[src/rtl/hazard_ctrl.sv]
// rtl/hazard_ctrl.sv - stall/flush sequencing, operand forwarding and hazard counters
// for the 5-stage pipeline: load-use bubbles, branch redirects, data-memory freezes.
module hazard_ctrl #(
  parameter int REDIRECT_CYC = 1,
  parameter int MEM_TIMEOUT  = 255,
  parameter int CNT_W        = 32
) (
  input  logic             clk,
  input  logic             rst,
  input  logic [4:0]       RS1_D,
  input  logic [4:0]       RS2_D,
  input  logic [4:0]       RS1_E,
  input  logic [4:0]       RS2_E,
  input  logic [4:0]       RD_E,
  input  logic             ResultSrcE,
  input  logic             PCSrcE,
  input  logic [4:0]       RD_M,
  input  logic             RegWriteM,
  input  logic             MemReqM,
  input  logic             MemReadyM,
  input  logic [4:0]       RD_W,
  input  logic             RegWriteW,
  input  logic             cnt_clr,
  output logic             StallF,
  output logic             StallD,
  output logic             StallE,
  output logic             StallM,
  output logic             FlushD,
  output logic             FlushE,
  output logic             FlushW,
  output logic [1:0]       ForwardAE,
  output logic [1:0]       ForwardBE,
  output logic [CNT_W-1:0] stall_cnt,
  output logic [CNT_W-1:0] flush_cnt,
  output logic             mem_err
);

  localparam int TW = (MEM_TIMEOUT < 2) ? 1 : $clog2(MEM_TIMEOUT + 1);
  localparam logic [TW-1:0] TMAX = TW'(MEM_TIMEOUT);
  localparam logic [3:0]    RCYC = 4'(REDIRECT_CYC);

  typedef enum logic [1:0] {RUN, REDIRECT, MEM_WAIT} state_t;

  state_t           state_q, state_d, ret_q, ret_d, eff_state;
  logic [3:0]       rcnt_q, rcnt_d;
  logic [TW-1:0]    tcnt_q, tcnt_d;
  logic             mem_err_q, mem_err_d;
  logic [CNT_W-1:0] stall_cnt_q, stall_cnt_d, flush_cnt_q, flush_cnt_d;
  logic             lu, memwait;

  always_comb begin
    ForwardAE = 2'b00;
    if (RegWriteM && RD_M != 5'd0 && RD_M == RS1_E)      ForwardAE = 2'b10;
    else if (RegWriteW && RD_W != 5'd0 && RD_W == RS1_E) ForwardAE = 2'b01;
    ForwardBE = 2'b00;
    if (RegWriteM && RD_M != 5'd0 && RD_M == RS2_E)      ForwardBE = 2'b10;
    else if (RegWriteW && RD_W != 5'd0 && RD_W == RS2_E) ForwardBE = 2'b01;
  end

  assign lu      = ResultSrcE && RD_E != 5'd0 && (RD_E == RS1_D || RD_E == RS2_D);
  assign memwait = MemReqM && !MemReadyM;
  // The ready cycle that ends a wait behaves as whichever state was frozen.
  assign eff_state = (state_q == MEM_WAIT) ? ret_q : state_q;

  always_comb begin
    StallF    = 1'b0;
    StallD    = 1'b0;
    StallE    = 1'b0;
    StallM    = 1'b0;
    FlushD    = 1'b0;
    FlushE    = 1'b0;
    FlushW    = 1'b0;
    state_d   = state_q;
    ret_d     = ret_q;
    rcnt_d    = rcnt_q;
    tcnt_d    = '0;
    mem_err_d = mem_err_q;
    if (rst) begin
      if (memwait) begin
        StallF  = 1'b1;
        StallD  = 1'b1;
        StallE  = 1'b1;
        StallM  = 1'b1;
        FlushW  = 1'b1;
        state_d = MEM_WAIT;
        if (state_q != MEM_WAIT) ret_d = state_q;
        tcnt_d = (tcnt_q != TMAX) ? tcnt_q + TW'(1) : tcnt_q;
        if (tcnt_d == TMAX) mem_err_d = 1'b1;
      end else if (PCSrcE) begin
        FlushD = 1'b1;
        FlushE = 1'b1;
        if (REDIRECT_CYC > 0) begin
          state_d = REDIRECT;
          rcnt_d  = RCYC;
        end else begin
          state_d = RUN;
        end
      end else if (eff_state == REDIRECT) begin
        FlushD  = 1'b1;
        rcnt_d  = (rcnt_q != 4'd0) ? rcnt_q - 4'd1 : 4'd0;
        state_d = (rcnt_q <= 4'd1) ? RUN : REDIRECT;
      end else begin
        state_d = RUN;
        if (lu) begin
          StallF = 1'b1;
          StallD = 1'b1;
          FlushE = 1'b1;
        end
      end
    end
  end

  always_comb begin
    stall_cnt_d = stall_cnt_q;
    flush_cnt_d = flush_cnt_q;
    if (cnt_clr) begin
      stall_cnt_d = '0;
      flush_cnt_d = '0;
    end else begin
      if (StallF && stall_cnt_q != '1) stall_cnt_d = stall_cnt_q + CNT_W'(1);
      if (FlushE && flush_cnt_q != '1) flush_cnt_d = flush_cnt_q + CNT_W'(1);
    end
  end

  always_ff @(posedge clk or negedge rst) begin
    if (!rst) begin
      state_q     <= RUN;
      ret_q       <= RUN;
      rcnt_q      <= '0;
      tcnt_q      <= '0;
      mem_err_q   <= 1'b0;
      stall_cnt_q <= '0;
      flush_cnt_q <= '0;
    end else begin
      state_q     <= state_d;
      ret_q       <= ret_d;
      rcnt_q      <= rcnt_d;
      tcnt_q      <= tcnt_d;
      mem_err_q   <= mem_err_d;
      stall_cnt_q <= stall_cnt_d;
      flush_cnt_q <= flush_cnt_d;
    end
  end

  assign stall_cnt = stall_cnt_q;
  assign flush_cnt = flush_cnt_q;
  assign mem_err   = mem_err_q;

endmodule

[config.mk]
export PLATFORM = sky130hd
export DESIGN_NAME = hazard_ctrl
export DESIGN_NICKNAME = d
export VERILOG_FILES = /design/src/rtl/hazard_ctrl.sv
export SDC_FILE = /design/constraint.sdc
export NUM_CORES = 1
export LEC_CHECK = 0
export BUFFER_PORTS_ARGS = -buffer_cell sky130_fd_sc_hd__buf_2
export CAP_MARGIN = 20
export CORE_MARGIN = 3
export CORE_UTILIZATION = 29
export CTS_CLUSTER_SIZE = 25
export DETAILED_ROUTE_END_ITERATION = 6
export HOLD_SLACK_MARGIN = 0.03
export PLACE_DENSITY = 0.46
export SYNTH_ARGS = -nofsm -noshare
export SYNTH_HDL_FRONTEND = slang
export SYNTH_SLANG_ARGS = --single-unit
[constraint.sdc]
create_clock -name clk -period 3.5 [get_ports clk]
set_input_delay 0.175 -clock clk [delete_from_list [all_inputs] [get_ports clk]]
set_output_delay 0.175 -clock clk [all_outputs]
set_load 0.05 [all_outputs]
# Yosys cells after proc, flatten, opt, wreduce, memory -nomap -nowiden
# Index checks and enable logic that the tools add are counted.
# classes
n_addsub,4
multipliers,0
div,0
order_cmp,1
eq_ne,13
shifts,0
mux,33
bitwise_logic,1
reduce_logical,23
# ops
cell,count
32-bit two-way mux,4
32-bit by 1-bit adder with 32-bit output (second input constant),2
32-bit != test (second input constant),2
5-bit == test,6
8-bit two-way mux,3
1-bit two-way mux,19
5-bit nonzero test,3
4-bit two-way mux,3
1-bit logical AND,11
3-bit AND reduction,3
8-bit by 1-bit adder with 8-bit output (second input constant),1
8-bit == test (second input constant),1
2-bit two-way mux,4
8-bit != test (second input constant),1
2-bit nonzero test,3
4-bit by 1-bit <= comparator with 1-bit output (second input constant),1
4-bit nonzero test,1
4-bit by 1-bit subtractor with 4-bit output (second input constant),1
2-bit by 1-bit == test with 1-bit output (second input constant),1
2-bit == test (second input constant),1
2-bit != test (second input constant),1
1-bit zero test,1
1-bit logical OR,1
1-bit NOT,1
# word_totals
register_bits,81
latchBits,0
mem_bits_rw,0
rom_bits,0
out_inout_bits,76
memories,0

# Logic depth before layout (Yosys ltp)
# depth
word_depth,11
depth_mapped,10
ltp_nobuf,6

# Least setup slack after synthesis
# No wires, ideal clock.
# synth_path
path_type,in2out
start,input RD_M[0]
end,output ForwardAE[0]
arrival_time_ns,2.752
required_ns,3.325
setup_slack_ns,0.573
cell_stages,4
cell_sequence,or4_1 -> o21ai_0 -> nor4_1 -> nor4_1
# synth_via
elab_chain_cells,4
# synth_lines
item,line_no,text
start: declaration,17,"input logic [4:0] RD_M,"
5-bit nonzero test,53,if (RegWriteM && RD_M != 5'd0 && RD_M == RS1_E) ForwardAE = 2'b10;
1-bit logical AND,53,
1-bit logical AND (*),53,
2-bit two-way mux (*),53,
end: declaration,31,"output logic [1:0] ForwardAE,"
# Every way passes the cells marked *; elsewhere a longest branch is shown, timed or not.

# Final worst setup path
# layout_path
start,register state_q[1]
end,register flush_cnt_q[29] (netlist: flush_cnt[29])
# layout_via
elab_chain_cells,9
# layout_lines
item,line_no,text
start: declaration,44,"state_t state_q, state_d, ret_q, ret_d, eff_state;"
start signal: assignment,135,state_q <= state_d;
2-bit == test,63,assign eff_state = (state_q == MEM_WAIT) ? ret_q : state_q;
2-bit two-way mux (*),63,
2-bit by 1-bit == test with 1-bit output (*),98,end else if (eff_state == REDIRECT) begin
1-bit two-way mux (*),98,
1-bit two-way mux (*),89,end else if (PCSrcE) begin
1-bit two-way mux (*),79,if (memwait) begin
1-bit two-way mux (*),78,if (rst) begin
1-bit logical AND (*),121,if (FlushE && flush_cnt_q != '1) flush_cnt_d = flush_cnt_q + CNT_W'(1);
2-bit nonzero test (no source line) (*),--,
end signal: assignment,141,flush_cnt_q <= flush_cnt_d;
end: declaration,48,"logic [CNT_W-1:0] stall_cnt_q, stall_cnt_d, flush_cnt_q, flush_cnt_d;"
# Marked as above.
# A chain may end at the register's enable or synchronous reset.

==> reports/metrics.yaml <==
hold_path:
  min_to: "rcnt_q[2]"
  hp-class: "in -> reg"
  hold_depth: 2
  min_from: "PCSrcE"
sta:
  relSlewSlack: 0.381
  drv_slew: 0
  fin_setup_tns_ps: 0
  max_freq_ghz: 0.361
  fin_crit_ps: 2770
  finalWorstSetupSlack_ps: 728
  hold_violations: 0
  finClkSkew_ps: 6.18
  worstMarginPinSlew_ps: 929
  fin_crit_sh: 0.792
  setup_viol: 0
  grt_setup_unrepaired: "false"
pwr:
  total_leakage_power_nw: 2.57
  powerDensity_mw_per_mm2: 360
  total_power_mw: 2.14
  peakVddDrop_mv: 0.218
final_layout:
  diodes: 0
  drive_above_1_share: 0.224
  final_nets: 713
  stdcell_count: 887
  final_cell_area_mm2: 0.00593
  synthToLayoutAreaGrowth_pct: 22.3
place:
  place_area_mm2: 0.00564
  dp_cells: 869
  post-place-ws_ps: 747
  dpl.hpwl_um: 9920
  gp_congestion: 0.767
  port_buffers: 119
synthesis:
  synth_ff_type: "dfrtp_1"
  syn_area_per_cell_um2: 8.73
  synth_seq_cells: 81
  synth_top_cell_by_area: "dfrtp_1"
  yosysTopAreaCellShare: 0.418
  yosys-top-cells-count: "dfrtp_1 (81), a21oi_1 (62), o21ai_0 (38)"
  async_reset_ff_frac: 1.00
  yosys_warnings: 0
  syn-num-nets: 603
  synthesis.area_mm2: 0.00485
  synth_enable_flop_cells: 0
  synth.distinct_cells: 48
  netlist_instances: 556
  yosysMostFrequentCell: "dfrtp_1"
  yosysSeqAreaShare: 0.418
  synth_area_leaders: "dfrtp_1 (42%), a21oi_1 (6.4%), xor2_1 (4.9%)"
cts:
  cts_tree: "yes"
  cts-buffers-inserted: 9
  max-clock-path-buffers: 2
  cts.sinks: 81
  htree_levels: 3
  ctsResizeCount: 0
  cts-root-buf: "clkbuf_16"
  post-cts-setup-buffers: 0
  clk-insertion-delay-late_ps: 340
  path_clk_slew_ps: 60
detailed_routing:
  drc: 0
  drtPass1Iterations: 4
  wl_per_cell_um: 15.6
  via_count: 4666
  routed_wl_um: 13800
  vias_per_cell: 5.26
  drt_iter0_markers: 246
  postRouteAntennaNets: 0
setup_path:
  worstPathRequired_ps: 3760
  r2r_end: "flush_cnt[29]"
  cp-end-kind: "register"
  max_stage_delay_ps: 550
  slowest_stage: "or4_1"
  crit_path_max_fanout: 46
  start_kind: "register"
  path_class: "reg -> reg"
  cp_cell_sequence: "and4bb_1, a2111o_1, a21o_1, or3_1, buf_4, or4_1, a21oi_1"
  cp.depth: 7
  path_buf_inv: 1
  reg2regPathDepth: 7
  r2r-start: "state_q[1]"
  reg2reg_slack_ps: 730
  cp.arrival_ps: 3030
  crit_family: "simple AND/OR/NAND/NOR gates"
grt:
  grt_pass1_vias: 4575
  overflow: 0
  grtUsageTotal: 0.156
  grt_max_degree: 47
  antenna_found_initial: 0
  grt_pass1_wl_um: 23400
flow_run:
  drv_cap: 0
floorplanning:
  rows: 46
  dieHeight_um: 135
  io_pins: 120
  fp.coreArea_mm2: 0.0161
  start_util: 0.301
  die_w_um: 135
  die-area_mm2: 0.0183
run_status:
  run_status: "completed"
[power by group]
group          switching [mW]  total, mW  internal, mW
Sequential             0.0311      0.996         0.964
Combinational           0.165      0.256        0.0910
Clock                   0.368      0.884         0.516
[layer usage]
metal / routed length, um / vias to the layer above / track usage
met5: 0 / - / 0
met4: 70 / 0 / 0.0409
met3: 645 / 2 / 0.0412
met2: 6580 / 99 / 0.252
met1: 6510 / 2251 / 0.209
li1: - / 2314 / -
[per-stage QoR]
stage	hold slack (ps)	util
2_1_floorplan	-121	-
3_3_place_gp	12.8	0.350
3_5_place_dp	14.4	0.350
4_1_cts	145	0.368
5_1_grt	167	0.368
6_report	160	0.368
[worst max path at each step]
stage,start,end,slack [ps]
after global routing,flush_cnt[2],flush_cnt[23],580
after detailed placement,state_q[1],flush_cnt[29],750
after floorplan,RD_M[0],ForwardAE[0],570
after global placement,state_q[1],flush_cnt[27],830
final,state_q[1],flush_cnt[29],730
after CTS,state_q[1],flush_cnt[29],740
[sequential cells by signal, summed over array words and instances, names as in the netlist]
signal,cells
flush_cnt,32
stall_cnt,32
state_q,2
mem_err,1
ret_q,2
tcnt_q,8
rcnt_q,4
[cell type report]
cell class,instances,area (um2)
clock buffer,13,260
clock inverter,3,15.0
fill,1718,10200
inverter,17,63.8
multi-input combinational,428,2620
sequential,81,2030
tap,216,270
timing repair buffer,129,676
[placed cells by master (no fill, tap or decap), types with 4 or more instances in the layout]
master / n
and3_1: 11
and4_1: 7
buf_4: 10
nand2b_1: 4
or3_1: 30
nand4_1: 25
inv_1: 17
or4_1: 29
clkbuf_16: 9
nand2_1: 33
and2_1: 4
or2_2: 4
o31ai_1: 26
nor4_1: 10
xor2_1: 27
a21oi_1: 61
xnor2_1: 12
dfrtp_1: 81
nor3_1: 14
nor2_1: 32
nand3_1: 23
buf_2: 118
o21ai_0: 38
[cell families (layout without fill, tap and decap cells)]
family | count (synthesis) | after routing | synth area share
DFF | 81 | 81 | 0.418
muxes | 4 | 4 | 0.00851
adders and majority gates | 3 | 3 | 0.00773
AOI/OAI and AO/OA | 146 | 146 | 0.176
xor gates and xnor gates | 39 | 39 | 0.0704
and+or+nand+nor | 236 | 236 | 0.277
buffers and inverters | 47 | 162 | 0.0428
[what timing repair did]
item,4_1_cts,5_1_grt
hold endpoints to repair,36,0
endpoints found under the setup margin,0,0
hold buffers,1,0
[worst reg2reg max path: stages, from the launching register on]
cell,delay (ps)
dfrtp_1,410
and4bb_1,240
a2111o_1,450
a21o_1,260
or3_1,350
buf_4,260
or4_1,560
a21oi_1,150
(Power assumes the default switching activity.)
